File: src/rtl/alu_mc.sv
// alu_mc: multi-cycle ALU with a valid/ready request side and a valid/ready
// result side. Every operation except MUL completes in one cycle. MUL is a
// shift-add multiplier that handles one multiplier bit per cycle.
// Build option: define ALU_MUL_EN to build the multiplier and the BUSY state.
// Without it, opcode 111 completes in one cycle with Result=0, zero=1, err=1.
//
// state | meaning
// ------+-------------------------------------------------------------
// IDLE  | no result held; a request is accepted whenever in_valid=1
// BUSY  | shift-add multiply in progress (built only with ALU_MUL_EN)
// DONE  | Result/flags/err hold a completed operation (out_valid=1)
module alu_mc #(
  parameter int WIDTH = 16
) (
  input  logic             clk,
  input  logic             rst_n,
  input  logic             in_valid,
  output logic             in_ready,
  input  logic [2:0]       opcode,
  input  logic [WIDTH-1:0] A,
  input  logic [WIDTH-1:0] B,
  output logic [WIDTH-1:0] Result,
  output logic [3:0]       flags,
  output logic             err,
  output logic             out_valid,
  input  logic             out_ready
);

  localparam logic [2:0] OP_ADD = 3'b000;
  localparam logic [2:0] OP_SUB = 3'b001;
  localparam logic [2:0] OP_AND = 3'b010;
  localparam logic [2:0] OP_OR  = 3'b011;
  localparam logic [2:0] OP_XOR = 3'b100;
  localparam logic [2:0] OP_SHL = 3'b101;
  localparam logic [2:0] OP_SHR = 3'b110;
  localparam logic [2:0] OP_MUL = 3'b111;

  localparam logic [1:0] IDLE = 2'd0;
  localparam logic [1:0] DONE = 2'd2;
`ifdef ALU_MUL_EN
  localparam logic [1:0] BUSY = 2'd1;
  localparam int CNT_W = $clog2(WIDTH + 1);
`endif

  // WIDTH always fits in WIDTH bits for the legal range 4..64
  localparam logic [WIDTH-1:0] W_LIM = WIDTH'(WIDTH);

  logic [1:0]       state;
  logic             accept;
  logic             start_mul;
  logic             shamt_big;
  logic [WIDTH:0]   sum_ext;
  logic [WIDTH:0]   dif_ext;
  logic [WIDTH:0]   shl_ext;
  logic [WIDTH-1:0] alu_res;
  logic             alu_c;
  logic             alu_v;
  logic             alu_err;

  assign in_ready  = (state == IDLE) || ((state == DONE) && out_ready);
  assign out_valid = (state == DONE);
  assign accept    = in_valid && in_ready;
  assign shamt_big = (B >= W_LIM);

`ifdef ALU_MUL_EN
  logic [2*WIDTH-1:0] prod;
  logic [WIDTH-1:0]   mcand;
  logic [CNT_W-1:0]   cnt;
  logic [WIDTH:0]     part;

  assign start_mul = accept && (opcode == OP_MUL);
  // upper half of the product plus the multiplicand when the current multiplier bit is set
  assign part = {1'b0, prod[2*WIDTH-1:WIDTH]} + (prod[0] ? {1'b0, mcand} : {(WIDTH+1){1'b0}});

  // shift-add datapath: prod holds {partial sum, remaining multiplier bits}
  always_ff @(posedge clk or negedge rst_n) begin
    if (!rst_n) begin
      prod  <= '0;
      mcand <= '0;
      cnt   <= '0;
    end else if (start_mul) begin
      prod  <= {{WIDTH{1'b0}}, B};
      mcand <= A;
      cnt   <= CNT_W'(WIDTH);
    end else if ((state == BUSY) && (cnt != '0)) begin
      prod <= {part, prod[WIDTH-1:1]};
      cnt  <= cnt - CNT_W'(1);
    end
  end
`else
  assign start_mul = 1'b0;
`endif

  // single-cycle result and carry/overflow for everything but MUL
  always_comb begin
    alu_res = '0;
    alu_c   = 1'b0;
    alu_v   = 1'b0;
    alu_err = 1'b0;
    sum_ext = {1'b0, A} + {1'b0, B};
    dif_ext = {1'b0, A} - {1'b0, B};
    shl_ext = {1'b0, A} << B;
    case (opcode)
      OP_ADD: begin
        alu_res = sum_ext[WIDTH-1:0];
        alu_c   = sum_ext[WIDTH];
        alu_v   = (A[WIDTH-1] == B[WIDTH-1]) && (sum_ext[WIDTH-1] != A[WIDTH-1]);
      end
      OP_SUB: begin
        alu_res = dif_ext[WIDTH-1:0];
        alu_c   = dif_ext[WIDTH];
        alu_v   = (A[WIDTH-1] != B[WIDTH-1]) && (dif_ext[WIDTH-1] != A[WIDTH-1]);
      end
      OP_AND: alu_res = A & B;
      OP_OR:  alu_res = A | B;
      OP_XOR: alu_res = A ^ B;
      OP_SHL: begin
        if (!shamt_big) begin
          alu_res = shl_ext[WIDTH-1:0];
          alu_c   = shl_ext[WIDTH];
        end
      end
      OP_SHR: begin
        if (!shamt_big) alu_res = A >> B;
      end
      OP_MUL: begin
`ifndef ALU_MUL_EN
        alu_err = 1'b1;
`endif
      end
    endcase
  end

  // FSM and result registers; accepting in DONE retires the old result on the same edge
  always_ff @(posedge clk or negedge rst_n) begin
    if (!rst_n) begin
      state  <= IDLE;
      Result <= '0;
      flags  <= '0;
      err    <= 1'b0;
    end else if (accept && !start_mul) begin
      state  <= DONE;
      Result <= alu_res;
      flags  <= {alu_res[WIDTH-1], ~|alu_res, alu_c, alu_v};
      err    <= alu_err;
`ifdef ALU_MUL_EN
    end else if (start_mul) begin
      state <= BUSY;
    end else if ((state == BUSY) && (cnt == '0)) begin
      state  <= DONE;
      Result <= prod[WIDTH-1:0];
      flags  <= {prod[WIDTH-1], ~|prod[WIDTH-1:0], |prod[2*WIDTH-1:WIDTH], 1'b0};
      err    <= 1'b0;
`endif
    end else if ((state == DONE) && out_ready) begin
      state <= IDLE;
    end
  end

endmodule

File: config.mk
export PLATFORM = sky130hd
export DESIGN_NAME = alu_mc
export DESIGN_NICKNAME = d
export VERILOG_FILES = /design/src/rtl/alu_mc.sv
export SDC_FILE = /design/constraint.sdc
export NUM_CORES = 1
export LEC_CHECK = 0
export ABC_AREA = 1
export BUFFER_PORTS_ARGS = -buffer_cell sky130_fd_sc_hd__clkbuf_2
export CAP_MARGIN = 30
export CORE_MARGIN = 5
export CORE_UTILIZATION = 35
export CTS_BUF_LIST = sky130_fd_sc_hd__clkbuf_8 sky130_fd_sc_hd__clkbuf_16
export DETAILED_ROUTE_END_ITERATION = 10
export GPL_TIMING_DRIVEN = 0
export SYNTH_ARGS = -nofsm -noshare
export SYNTH_HDL_FRONTEND = slang
export SYNTH_SLANG_ARGS = --single-unit
File: constraint.sdc
create_clock -name clk -period 1.5 [get_ports clk]
set_clock_uncertainty 0.2 [all_clocks]
set_input_delay 0.3 -clock clk [delete_from_list [all_inputs] [get_ports clk]]
set_output_delay 0.3 -clock clk [all_outputs]
set_load 0.005 [all_outputs]
After elaboration in Yosys (flattened, before gate mapping):

Index checks and enable logic that the tools add are counted.
W data, S select, Z words.

* register bits after elaboration: 23
* input bits: 39
* output and inout bits: 23
* logic and storage cells: 43

* $add $sub $neg: 2
* $lt $le $gt $ge: 1
* eq/ne operators: 12
* shifts and indexed selects: 2
* mux-type cells: 9
* bitwise gates (word level): 3
* reductions and logical operators: 10

Operator list (count)
* $pmux W16 S7: 1
* $mux W16: 2
* $add A16 B16 Y17: 1
* $shl A16 B16 Y17: 1
* $sub A16 B16 Y17: 1
* $and A16 B16 Y16: 1
* $ge A16 B5 Y1 const B: 1
* $or A16 B16 Y16: 1
* $reduce_or A16 Y1: 1
* $shr A16 B16 Y16: 1
* $xor A16 B16 Y16: 1
* $eq A3 B3 Y1 const B: 4
* $eq A3 B2 Y1 const B: 2
* $logic_and A1 B1 Y1: 4
* $mux W2: 2
* $eq A3 B1 Y1 const B: 1
* $logic_not A3 Y1: 1
* $ne A1 B1 Y1: 3
* $pmux W1 S3: 1
* $eq A2 B2 Y1 const B: 1
* $logic_not A2 Y1: 1
* $mux W1: 2
* $pmux W1 S2: 1
* $reduce_bool A2 Y1: 1
* other kinds (3): 3

Logic depth before layout (Yosys ltp):

Gate-level depths: netlist (run 1).

* depth in word-level cells: 5
* depth in mapped cells: 22
* gate-level depth less buffers: 20

Worst setup path before layout (run 1):

Ideal clock, no wire load.

* kind: input-to-reg
* start: in B[2]
* end: reg flags[2]
* setup time: 0.066 ns
* data arrival time: 2.577 ns
* required time: 1.234 ns
* setup slack: -1.343 ns
* stages on the path: 20
* buffers on the path: 3
* cells stage by stage: clkbuf_1 clkinv_1 clkbuf_1 ha_1 clkbuf_2 inv_1 nand3_1 nand2_1 inv_1 o21ai_0 nand4_1 nand3_1 nand2_1 nand3_1 nand3_1 nor2_1 nand2_1 nor2_1 nand2_1 nand2_1

* cells in the longest elaborated chain, start to end: 5
* elaborated cells on any way between the ends: 13
* classes of those cells: 2 x add/sub; 1 x order compare; 2 x shift; 3 x mux; 3 x bitwise; 2 x reduce/logical

Ends and longest elaborated chain
* start: declaration: RTL line 21 `input logic [WIDTH-1:0] B,`
* $ge A16 B5 Y1 (tied with other cells): RTL line 63 `assign shamt_big = (B >= W_LIM);`
* $mux W16 (on tied branches): RTL line 124, 118
* $pmux W16 S7 (*): RTL line 103 `case (opcode)`
* $reduce_or A16 Y1 (*): RTL line 144 `flags <= {alu_res[WIDTH-1], ~|alu_res, alu_c, alu_v};`
* $logic_not A1 Y1 (*): RTL line 144
* end signal: assignment: RTL line 144
* end: declaration: RTL line 23 `output logic [3:0] flags,`

Every way passes the cells marked *; elsewhere a longest branch is shown, timed or not.
A chain may end at the register's enable or synchronous reset.

Worst setup path in the final report (run 1):

* start: in A[6]
* end: reg flags[2]

* cells in the longest elaborated chain, start to end: 5
* elaborated cells on any way between the ends: 12
* classes of those cells: 2 x add/sub; 2 x shift; 3 x mux; 3 x bitwise; 2 x reduce/logical

Ends and longest elaborated chain
* start: declaration: RTL line 20 `input logic [WIDTH-1:0] A,`
* parallel branches: the longest is 2 deep, another holds $sub A16 B16 Y17
* $pmux W16 S7 (*): RTL line 103
* $reduce_or A16 Y1 (*): RTL line 144
* $logic_not A1 Y1 (*): RTL line 144

Every way passes the cells marked *.

==> results of run 1 <==
## state kept, by name (all words and copies together) (netlist names)
register	flops
err	1
state	1
Result	16
flags	3
## metrics by stage
stage / instances / setup WS, ns / hold WS (ns) / util, %
detailed placement: 1221 / -1.68 / 0.101 / 41.3
CTS: 1261 / -1.02 / 0.151 / 49.6
global placement: 1221 / -1.67 / 0.0952 / 41.3
global route: 1269 / -1.13 / 0.199 / 53.3
finish: 1269 / -1.08 / 0.141 / 53.3
floorplan: 976 / -0.881 / -0.196 / -
## cell usage after synthesis (7+ instances only)
library cell               count
sky130_fd_sc_hd__o22ai_1      13
sky130_fd_sc_hd__a21oi_1      51
sky130_fd_sc_hd__nand4_1      54
sky130_fd_sc_hd__nand2_1     300
sky130_fd_sc_hd__inv_1       107
sky130_fd_sc_hd__nor3_1        8
sky130_fd_sc_hd__nand3_1     138
sky130_fd_sc_hd__buf_2        25
sky130_fd_sc_hd__buf_1         7
sky130_fd_sc_hd__clkbuf_1     18
sky130_fd_sc_hd__ha_1         48
sky130_fd_sc_hd__o211ai_1     10
sky130_fd_sc_hd__dfrtp_1      21
sky130_fd_sc_hd__o21ai_0      43
sky130_fd_sc_hd__nor2_1       77
## repair_timing
| item | in CTS | in global routing |
|---|---|---|
| pin swaps | 67 | 73 |
| gates resized for setup | 235 | 132 |
| setup buffers | 38 | 9 |
| endpoints found under the hold margin | 21 | 0 |
| setup endpoints to repair | 19 | 21 |
| cloned | 0 | 1 |
| hold buffers | 1 | 0 |
## cell families after synthesis
group / Yosys count / synth area share [%]
buf+inv: 168 / 12.9
compound gates: 137 / 14.5
xor+xnor: 4 / 0.664
flops: 21 / 9.96
fa+ha+maj: 50 / 12.1
simple gates: 596 / 49.9
## routing by layer
layer | vias to the layer above | track usage [%] | wire [um]
met2 | 460 | 41.3 | 11100
met5 | - | 0 | 0
met1 | 3446 | 39.6 | 11100
met4 | 0 | 11.4 | 1360
met3 | 82 | 3.95 | 2540
li1 | 3473 | - | -
## layout make-up
cell class | count | area share, %
sequential | 21 | 6.73
tap | 184 | 2.95
inverter | 113 | 6.22
clock buffer | 3 | 0.962
timing repair buffer | 109 | 11.3
clock inverter | 1 | 0.0481
buffer | 51 | 5.50
multi-input combinational | 787 | 66.2
## report_power, final
group / switching (W) / internal (W)
Clock: 0.000183 / 0.000354
Combinational: 0.00154 / 0.000930
Sequential: 0.0000468 / 0.000654
Total: 0.00177 / 0.00194
## how the worst min path moves through the flow
stage | to | slack (ns) | start | cells after the start
after floorplan | Result[0] | -0.20 | rst_n | 0
after global placement | err | 0.1 | rst_n | 1
after detailed placement | Result[12] | 0.10 | rst_n | 1
after CTS | state[1] | 0.15 | out_ready | 4
after global routing | state[1] | 0.20 | out_ready | 4
final | state[1] | 0.14 | out_ready | 4
## worst reg2reg max path, cell delays in order, from the launching register on
cell,delay (ns)
sky130_fd_sc_hd__dfrtp_1,0.37
sky130_fd_sc_hd__nand2_1,0.10
sky130_fd_sc_hd__nand2_1,0.18
sky130_fd_sc_hd__inv_1,0.26
sky130_fd_sc_hd__buf_1,0.44
sky130_fd_sc_hd__nand2_1,0.12
sky130_fd_sc_hd__nand2_1,0.09
==> flow_results.org, run 1 <==
** Power
- The worst-case IR drop observed on VDD is 0.000393 V.
- Power comes to 0.00371 W.
- P_leak :: 3.78 nW
- Power per cell area :: 475 mW/mm^2

** STA
- Measured against its own limit, the worst slew margin works out to 59.1%.
- Setup slack on the critical path of the routed design comes to -1.08 ns.
- For this run, the top clock speed supported by timing is 388 MHz.
- Post-route minimum period :: 2.58 ns
- Setup repair after global routing missed its margin :: yes
- Number of max-slew violations in the final report :: 0
- Actual slew at the worst max-slew pin :: 0.613 ns
- Setup violations remaining at the end of the flow were counted as 19.
- Final clock period utilization by the worst path :: 172%
- Setup tns final :: -14.80 ns
- The total count of hold-check failures in the final report was 0.

** Worst setup path
- STA classifies the critical path endpoint as a flop.
- At the worst endpoint, the arrival time is 2.57 ns.
- The endpoint identified for the worst register-to-register timing path is Result[11].
- The kind of cell with the highest combined delay along the critical path is simple AND/OR/NAND/NOR gates.
- Together, buffers and inverters on the worst path number 5.
- The critical path is of the in2reg type.
- The cell that appears most often on the critical path is sky130_fd_sc_hd__nand2_1.
- Critical Path Slowest Stage Cell :: sky130_fd_sc_hd__ha_1
- STA puts the critical path data required time at 1.49 ns.
- Worst R2R Path Depth :: 6
- Critical path startpoint category :: primary input
- The largest single stage delay on the critical path is 0.29 ns.
- Minimum setup slack among reg-to-reg paths :: -0.31 ns
- Cell Chain, Critical Path :: clkbuf_8 -> inv_1 -> ha_1 -> buf_6 -> inv_1 -> nand2_1 -> nand2_1 -> a21oi_4 -> nand2_8 -> nand2_4 -> nand2_4 -> a21oi_2 -> and2_1 -> o21ai_1 -> inv_1 -> nand4_1 -> nor2_1 -> nand2_1 -> nand2_1
- Following the worst setup path forward leads to its endpoint at flags[2].
- In this run the worst setup path begins at A[6].
- The critical path crosses 19 cells after its start point.
- Worst reg2reg path startpoint :: state[1]
- Worst Path Max Fanout :: 8

** Die
- Ports :: 62
- After floorplanning, the core was divided into 44 placement rows.
- For this configuration, the core starts out at a cell density of 36.0%.
- The die covers 0.0176 sq mm.
- From bottom edge to top edge, the die measures 133 um.
- Measured along the x axis, the die boundary spans 133 um.
- Core region area :: 0.0146 sq mm

** Routing
- Number of nets still failing antenna checks after routing :: 0
- The first routing iteration left 714 violations.
- Dividing the detail-routed via count by the number of cells gives 5.88.
- Vias post-DR :: 7,461
- Detailed-routing iteration count for the pre-antenna-repair pass :: 5
- Summed over all layers, the routed wires come to 26.0 mm.
- Detailed-route DRC error count :: 0
- Average wire length per cell after detail routing :: 20.5 um

** Min path
- Worst min path class :: in2reg

** Clock network
- In this run, CTS created clock tree buffers numbering 3.
- Clock-pin slew was measured on the worst setup and hold paths at 0.05 ns.
- CTS saw 21 sinks.
- TritonCTS built the clock tree.
- The clock reaches the later pin of the worst-skew pair after 0.25 ns.
- H-tree Lvls :: 1
- CTS placed an instance of sky130_fd_sc_hd__clkbuf_16 at the clock tree root.
- The clock passes through at most 2 buffers.

** Place
- Port buffering added 61 buffers.
- Placed Area :: 0.00605 sq mm
- Gpl congestion :: 1.02
- Placed wire-length estimate after detailed placement :: 19.5 mm

** Global route
- Entering global routing, the biggest net connects 22 pins.
- In the global route stage, overall resource usage came out at 27.6%.
- The number of antenna violations at the first check in global routing was 0.
- For this run the aggregate overflow at the end of global routing stands at 0.
- First-pass GRT wire length :: 39.1 mm
- Number of global-route vias before repair :: 6,842

** Final layout
- Register cell area after layout :: 526 sq um
- Leaving out fill and tap cells, the most frequent cell in the layout is sky130_fd_sc_hd__nand2_1.
- Most used cells in the layout excluding fill and tap cells :: sky130_fd_sc_hd__nand2_1 (251), sky130_fd_sc_hd__nand3_1 (95), sky130_fd_sc_hd__inv_1 (82), sky130_fd_sc_hd__nand4_1 (54), sky130_fd_sc_hd__nor2_1 (48)
- After routing the design area is 0.00780 sq mm.
- Of the cells placed in the final design, the portion with a size suffix greater than 1 is 34.2%.
- 0 antenna diodes ended up in the layout.
- Area of the multi-input gates :: 0.00517 sq mm
- Count of nets after finishing :: 1,175
- Area grow syn2layout :: 47.9%
- After filler insertion, the fill cell instance count of the layout stands at 1,507.

** Synth
- Synthesis produced a netlist with a net count of 1,065.
- Yosys printed 0 warnings.
- Mean instance size in the synthesized netlist :: 5.40 sq um
- Area share of the largest cell type after synthesis :: 21.3%
- The synthesized design spends more area on one cell type than any other, namely sky130_fd_sc_hd__nand2_1.
- After technology mapping, the gate count stands at 976.
- Post-synth ARST share :: 100%
- Netlist Area Pre-Place :: 0.00528 sq mm
- Register bit count reported by yosys :: 21
- Portion of the post-synthesis area used by sequential elements :: 9.96%
- Top cells by area in the synthesized netlist :: sky130_fd_sc_hd__nand2_1 (21%), sky130_fd_sc_hd__nand3_1 (13%), sky130_fd_sc_hd__ha_1 (11%)
- Count of distinct cell types in the synthesized netlist :: 41
- Number of flops mapped to enable cells by yosys :: 0
- For this run, the leading register cell type out of synthesis is sky130_fd_sc_hd__dfrtp_1.

** Outcome
- Failing checks :: setup timing
- The run finished, with violations left.

** Run
- The tool flagged a number of max-cap violations equal to 0.
No activity file was read; power rests on OpenSTA's default activity.
==> inputs of run 2 (changes only) <==
CELL_PAD_IN_SITES_DETAIL_PLACEMENT = 1   (was unset)
CELL_PAD_IN_SITES_GLOBAL_PLACEMENT = 1   (was unset)
PLACE_DENSITY_LB_ADDON = 0.1   (was unset)
RECOVER_POWER = 50   (was unset)
==> run 2 against run 1 <==
  * The run still ends with setup timing left
  * Hold slack improved by 0.015 ns
  * Critical path depth rose by 2
  * Final cell count rose by 1.4%
  * Utilization rose by 0.49 points
  * Flip-flop and latch count did not move
  * Wire length rose by 20%
  * Count of clock-buffer cells in the layout did not move
  * Setup slack got worse by 0.21 ns
  * Combinational power rose by 8.1%
  * Cell area rose by 0.91%
  * Critical path type unchanged
  * Critical endpoint unchanged
  * Largest cell class unchanged
==> flow_results.org, run 2 (synthesized netlist as in run 1, its figures left out) <==
** Outcome
- Status :: finished with violations
- Failing checks :: setup timing

** Routing
- The routed wire length is 31.2 mm (+20%).
- The via count came to 7,821 (+4.8%).
- The per-cell routed wire length came to 24.2 um (+18%).
- The remaining design rule violation count was 0 (unchanged).
- Detail-routed via count per cell :: 6.08 (+3.4%)
- The number of detailed-routing iterations run before antenna repair is 5 (unchanged).
- Number of nets still failing antenna checks after routing :: 0 (unchanged)
- Starting DRC count in detailed routing :: 920 (+29%)

** Clock network
- The buffer depth of the longest clock path came to 2 (unchanged).
- # clock sinks :: 21 (unchanged)
- The insertion delay of the later-clocked pin in the worst-skew pair is 0.25 ns (about the same).
- CTS Buf Count :: 3 (unchanged)
- Master cell of the clock root buffer :: sky130_fd_sc_hd__clkbuf_16
- Clock transition time at the flip-flop clock pins of the worst setup and hold paths :: 0.06 ns (about the same)
- TritonCTS built the clock tree.
- The count of H-tree levels built during CTS is 1 (unchanged).

** Worst setup path
- WS Path Type :: in2reg
- The worst-path maximum fanout is 6 (-2).
- Max incr delay on CP :: 0.36 ns (+0.07 ns)
- Critical path startpoint category :: primary input
- The critical path goes through buf_8 -> clkbuf_16 -> clkinv_8 -> clkbuf_16 -> ha_4 -> inv_8 -> nand3_4 -> nand3_4 -> nand2_4 -> nand2_8 -> nand2_4 -> nand3_1 -> nand3_1 -> nand2_1 -> inv_2 -> nand4_1 -> nor2_1 -> nand3_1 -> nor2_1 -> nand2_1 -> nand2_1.
- The slowest stage of the critical path is the sky130_fd_sc_hd__ha_4 cell.
- The worst setup path is captured at a flop.
- Worst EP required :: 1.49 ns (about the same)
- Arrival time of data at the critical path endpoint :: 2.78 ns (+0.21 ns)

** Place
- Gpl congestion :: 0.992 (-2.5%)
- The number of buffers inserted by port buffering came to 61 (unchanged).
- The HPWL after detailed placement was 21.6 mm (+11%).
- The pre-CTS setup slack is -1.87 ns (-0.185 ns).

** Final layout
- Register bank with the most flops :: Result
- In the layout the commonest cells are sky130_fd_sc_hd__nand2_1 (249), sky130_fd_sc_hd__nand3_1 (106), sky130_fd_sc_hd__inv_1 (75), sky130_fd_sc_hd__buf_4 (55), sky130_fd_sc_hd__nand4_1 (54).
- Most common cell after layout, fill and taps aside :: sky130_fd_sc_hd__nand2_1
- Number of flip-flops under the largest register name :: 16 (unchanged)
- Filler instances :: 1,985 (+32%)
- Area of the multi-input gates :: 0.00511 sq mm (-1.1%)
- The share of post-route cells with drive strength above 1 is 34.8% (+0.62 points).
- The flip-flop and latch area was 526 sq um (unchanged).
- Biggest registers after layout :: Result (16), flags (3)
- The area growth from synthesis to layout is 49.3%.
- Count of antenna diodes in the layout :: 0 (unchanged)
- Count of nets after finishing :: 1,193 (+1.5%)

** STA
- Post-route minimum period :: 2.79 ns (+0.209 ns)
- Max Clk Rate :: 359 MHz (-7.5%)
- The transition time of the tightest slew-check pin came to 0.610 ns (-0.00293 ns).
- Final setup violation count :: 19 (unchanged)
- Final Worst Setup Slack :: -1.29 ns (-0.209 ns)
- Tightest hold margin :: 0.156 ns (+0.0153 ns)
- Setup repair after global routing missed its margin :: yes
- Final clock period utilization by the worst path :: 186% (+14 points)
- Number of hold violations in the final report :: 0 (unchanged)
- The max-slew violation count is 0 (unchanged).
- Relative slew margins :: 59.3% (+0.20 points)

** Die
- The die height was 133 um (unchanged).
- The number of top-level pins came to 62 (unchanged).
- Std-Cell Rows :: 44 (unchanged)
- Core region area :: 0.0146 sq mm (unchanged)
- The initial core utilization was 36.0% (unchanged).
- The area of the die is 0.0176 sq mm (unchanged).
- The die width was 133 um (unchanged).

** Power
- Maximum VDD drop :: 0.000455 V (+16%)
- The overall power after layout came to 0.00395 W (+6.6%).
- P_leak :: 3.85 nW (+1.8%)
- The cell area power density was 502 mW/mm^2 (+5.6%).

** Global route
- The overflow left after global routing came to 0 (unchanged).
- The via count of the first global-routing pass came to 7,517 (+9.9%).
- The largest net degree at the start of global routing came to 22 (unchanged).
- First-pass GRT wire length :: 43.5 mm (+11%)
- The total global routing track utilization came to 31.4% (+3.7 points).
- Antenna violations before repair :: 0 (unchanged)

** Min path
- Worst min path class :: in2reg

** Run
- Max_cap viols :: 0 (unchanged)
[run 2: cell count changes in the layout (fill, tap and decap cells not counted), sizes merged]
cell	before	now
clkbuf	76	82
buf	86	97
nand2	302	303
[run 2: path summary, 6_finish.rpt]
path | from | endpoint | slack [ns] | cells after the start
worst max-delay path | B[2] | flags[2] | -1.29 | 21
worst min-delay path | out_ready | state[1] | 0.16 | 4
worst max register to register | state[1] | Result[0] | -0.44 | 6
worst min register to register | Result[13] | Result[13] | 0.27 | 2
max in group asynchronous | rst_n | Result[8] | 0.39 | 2
min in group asynchronous | rst_n | state[1] | 0.36 | 2
[run 2: per-stage QoR]
step	setup TNS [ns]	std cells	area, sq um	util (%)
6_report	-16.78	1287	7880	53.8
3_3_place_gp	-26.30	1221	6050	41.3
3_5_place_dp	-26.74	1221	6050	41.3
5_1_grt	-17.81	1287	7880	53.8
4_1_cts	-15.29	1269	7150	48.8
2_1_floorplan	-11.97	976	5510	-
[run 2: worst max-delay path, delay by kind of cell]
family                     cells  cell delay (ns)
adders and majority gates      1             0.36
buffers and inverters          6             0.60
and+or+nand+nor               14             1.49
[run 2: cell type report]
| cell class | count | share of cell area, % |
|---|---|---|
| multi-input cells | 788 | 64.9 |
| repair buffers | 123 | 12.4 |
| flip-flops and latches | 21 | 6.67 |
| inverters | 113 | 6.28 |
| plain buffers | 54 | 5.80 |
| well taps | 184 | 2.92 |
| clock buffers | 3 | 0.953 |
| clock inverters | 1 | 0.0953 |
[run 2: what timing repair did]
| action | CTS | global route |
|---|---|---|
| hold buffers | 1 | 0 |
| hold endpoints to repair | 21 | 0 |
| pin swaps | 70 | 71 |
| gates cloned | 2 | 0 |
| endpoints found under the setup margin | 19 | 20 |
| setup buffers | 43 | 23 |
| resized for setup | 191 | 175 |
[run 2: report_power, final]
part / internal, W / leakage (nW) / total [W] / switching [W]
clock: 0.000361 / 0.0371 / 0.000577 / 0.000216
sequential: 0.000653 / 0.270 / 0.000708 / 0.0000543
combinational: 0.000982 / 3.55 / 0.00267 / 0.00169
[run 2: routing by layer]
metal	track usage (%)	vias up	wire length, um
met3	5.47	96	2710
met5	0	-	0
met1	40.6	3740	12500
met2	51.2	472	14300
met4	13.7	0	1630
li1	-	3513	-
==> inputs of run 3 (changes only) <==
PLACE_DENSITY = 0.7   (was unset)
PLACE_DENSITY_LB_ADDON = unset   (was 0.1)
==> run 3 against run 2 <==
  * The flow still finishes with violations (setup timing)
  * Clock power is essentially flat
  * Utilization is 0.34 points higher
  * Largest cell class unchanged
  * Setup slack gained 0.062 ns
  * Maximum frequency grew 2.3%
  * Critical path depth shrank 1
  * Count of clock-buffer cells in the layout did not move
  * Register-to-register slack gained 0.03 ns
  * Hold slack worse by 0.034 ns
  * Wire length fell by 4.1%
  * Non-clock buffer count grew 11
  * Via count fell by 1.7%
==> flow_results.org, run 3 (synthesized netlist as in run 1, its figures left out) <==
** Die
- The die width came to 133 um (unchanged).
- Die H :: 133 um (unchanged)
- Floorplan die area :: 0.0176 sq mm (unchanged)
- Ports :: 62 (unchanged)
- The initial core utilization came to 36.0% (unchanged).
- Std-Cell Rows :: 44 (unchanged)
- Core region area :: 0.0146 sq mm (unchanged)

** Final layout
- Register bank with the most flops :: Result
- Core occupancy in the finished layout :: 54.1% (+0.34 points)
- The share of post-route cells with drive strength above 1 came to 34.7% (-0.13 points).
- Count of antenna diodes in the layout :: 0 (unchanged)
- The number of flip-flops in the largest register was 16 (unchanged).
- Most common cell after layout, fill and taps aside :: sky130_fd_sc_hd__nand2_1
- Area grow syn2layout :: 50.2%
- The number of nets at the end of the flow came to 1,203 (+0.84%).
- The library cells used most frequently in the layout, excluding fill and tap cells, are sky130_fd_sc_hd__nand2_1 (255), sky130_fd_sc_hd__nand3_1 (104), sky130_fd_sc_hd__inv_1 (76), sky130_fd_sc_hd__buf_4 (72), sky130_fd_sc_hd__nand4_1 (54).
- Final non-filler cell area :: 0.00793 sq mm (+0.64%)
- Biggest registers after layout :: Result (16), flags (3)

** Worst setup path
- Max incr delay on CP :: 0.33 ns (-0.03 ns)
- Worst EP required :: 1.49 ns (about the same)
- Cell Chain, Critical Path :: clkbuf_2 -> inv_1 -> ha_4 -> inv_6 -> nand3_2 -> nand3_2 -> nand2_2 -> nand2_4 -> nand2_4 -> nand2_4 -> nand2_2 -> nand3_2 -> nand2_2 -> inv_2 -> nand4_1 -> nor2_1 -> nand3_1 -> nor2_1 -> nand2_1 -> nand2_1
- STA classifies the critical path startpoint as a primary input.
- For this design, the slowest cell found on the critical path is sky130_fd_sc_hd__ha_4.
- Worst path bufs/invs :: 4 (-2)
- Capturing element type of the critical path :: flop
- The worst setup path is of the in2reg kind.
- The worst-path maximum fanout is 5 (-1).
- Arrival time of data at the critical path endpoint :: 2.72 ns (-0.06 ns)
- In this design, the largest share of critical-path delay is due to simple AND/OR/NAND/NOR gates.

** STA
- Post-route minimum period :: 2.72 ns (-0.0617 ns)
- The maximum operating frequency is 367 MHz (+2.3%).
- The post-layout worst setup margin was -1.22 ns (+0.0617 ns).
- The remaining max-slew budget at the tightest pin was 62.4% (+3.1 points).
- Setup repair after global routing could not meet its margin everywhere.
- The transition time of the tightest slew-check pin was 0.565 ns (-0.0460 ns).
- The max-slew violation count is 0 (unchanged).
- Number of hold violations in the final report :: 0 (unchanged)
- The final clock period utilization by the worst path is 182% (-4.1 points).
- Final setup violation count :: 19 (unchanged)

** Routing
- Average wire length per cell after detail routing :: 23.0 um (-4.8%)
- Number of nets still failing antenna checks after routing :: 0 (unchanged)
- The remaining design rule violation count is 0 (unchanged).
- Vias post-DR :: 7,691 (-1.7%)
- Routed wire length :: 29.9 mm (-4.1%)
- The average vias per placed instance came to 5.93 (-2.4%).
- The number of detailed-routing iterations run before antenna repair was 5 (unchanged).
- Starting DRC count in detailed routing :: 620 (-33%)

** Outcome
- Status :: finished with violations
- The checks that failed: setup timing.

** Power
- The cell area power density was 496 mW/mm^2 (-1.2%).
- The overall power after layout came to 0.00393 W (-0.53%).
- Maximum VDD drop :: 0.000369 V (-19%)
- P_leak :: 3.92 nW (+1.8%)

** Clock network
- Clock transition time at the flip-flop clock pins of the worst setup and hold paths :: 0.06 ns (about the same)
- The buffer depth of the longest clock path is 2 (unchanged).
- The count of H-tree levels built during CTS was 1 (unchanged).
- Master cell of the clock root buffer :: sky130_fd_sc_hd__clkbuf_16
- The total clock buffers created by CTS was 3 (unchanged).
- # clock sinks :: 21 (unchanged)
- Source-to-sink clock delay at the later pin of the worst-skew pair :: 0.25 ns (about the same)
- Clock tree from TritonCTS :: done

** Global route
- The overflow left after global routing is 0 (unchanged).
- The largest net degree at the start of global routing is 22 (unchanged).
- Antenna violations before repair :: 0 (unchanged)
- First-pass GRT wire length :: 43.3 mm (-0.52%)
- The total global routing track utilization came to 31.1% (-0.26 points).
- Number of global-route vias before repair :: 7,520 (+0.040%)

** Place
- The placer congestion estimate is 0.995 (+0.27%).
- Port Buf Inserts :: 61 (unchanged)
- The placed instance area is 0.00605 sq mm (unchanged).
- Placed wire-length estimate after detailed placement :: 21.2 mm (-2.0%)
- Setup WS pre-CTS :: -1.93 ns (-0.0656 ns)

** Min path
- Worst min path class :: in2reg

** Run
- The max-cap violation count came to 0 (unchanged).
## run 3: cell types whose count changed in the layout (fill, tap and decap cells not counted), moves of 5 or more
cell	previous run	this run
sky130_fd_sc_hd__nand2_1	249	255
sky130_fd_sc_hd__buf_4	55	72
sky130_fd_sc_hd__nor2_2	11	19
sky130_fd_sc_hd__buf_6	19	14
sky130_fd_sc_hd__nor2_4	19	13
sky130_fd_sc_hd__clkbuf_2	51	44
## run 3: repair_timing
action | CTS | global route
resized for setup | 219 | 136
pin swaps | 59 | 72
endpoints found under the setup margin | 19 | 21
buffers inserted | 53 | 20
gates cloned | 1 | 0
hold buffers | 1 | 0
hold endpoints to repair | 21 | 0
## run 3: worst paths after layout
kind	startpoint	end	slack [ns]	cells past startpoint
worst max register to register	state[1]	Result[0]	-0.41	6
worst max-delay path	A[2]	flags[2]	-1.22	20
max in group asynchronous	rst_n	Result[15]	0.38	2
worst min-delay path	out_ready	state[1]	0.12	4
min in group asynchronous	rst_n	Result[14]	0.36	2
worst min register to register	Result[13]	Result[13]	0.27	2
## run 3: cell type report
class                           count  area, sq um
Sequential cell                    21          526
Inverter                          113          490
Clock buffer                        3         75.1
Multi-Input combinational cell    787         5040
Timing Repair Buffer              135         1090
Buffer                             53          470
Fill cell                        1970         6720
Tap cell                          184          230
Clock inverter                      1         5.00
## run 3: power breakdown
group,total (W),internal (W),leakage [nW],switching (W)
Clock,0.000575,0.000358,0.0409,0.000216
Sequential,0.000706,0.000653,0.270,0.0000527
Combinational,0.00265,0.00102,3.61,0.00164
## run 3: metrics by stage
step / TNS, ns / instances / hold WS (ns)
after floorplan: -11.97 / 976 / -0.196
after global placement: -26.36 / 1221 / 0.100
after detailed placement: -26.65 / 1221 / 0.105
after CTS: -14.88 / 1278 / 0.126
after global routing: -17.67 / 1297 / 0.159
final: -16.35 / 1297 / 0.122
## run 3: per-layer routing
layer	share of wire, %	wire [um]	global-route usage [%]
met4	4.6	1360	12.9
met5	0	0	0
met1	43	12900	42.7
met2	45	13300	48.9
met3	7.9	2350	4.48
## run 3: tightest hold or removal path, cell delays in order
cell and delay (ns):
sky130_fd_sc_hd__clkbuf_2 0.07, sky130_fd_sc_hd__inv_1 0.03, sky130_fd_sc_hd__nand2_1 0.08, sky130_fd_sc_hd__nand2_1 0.06
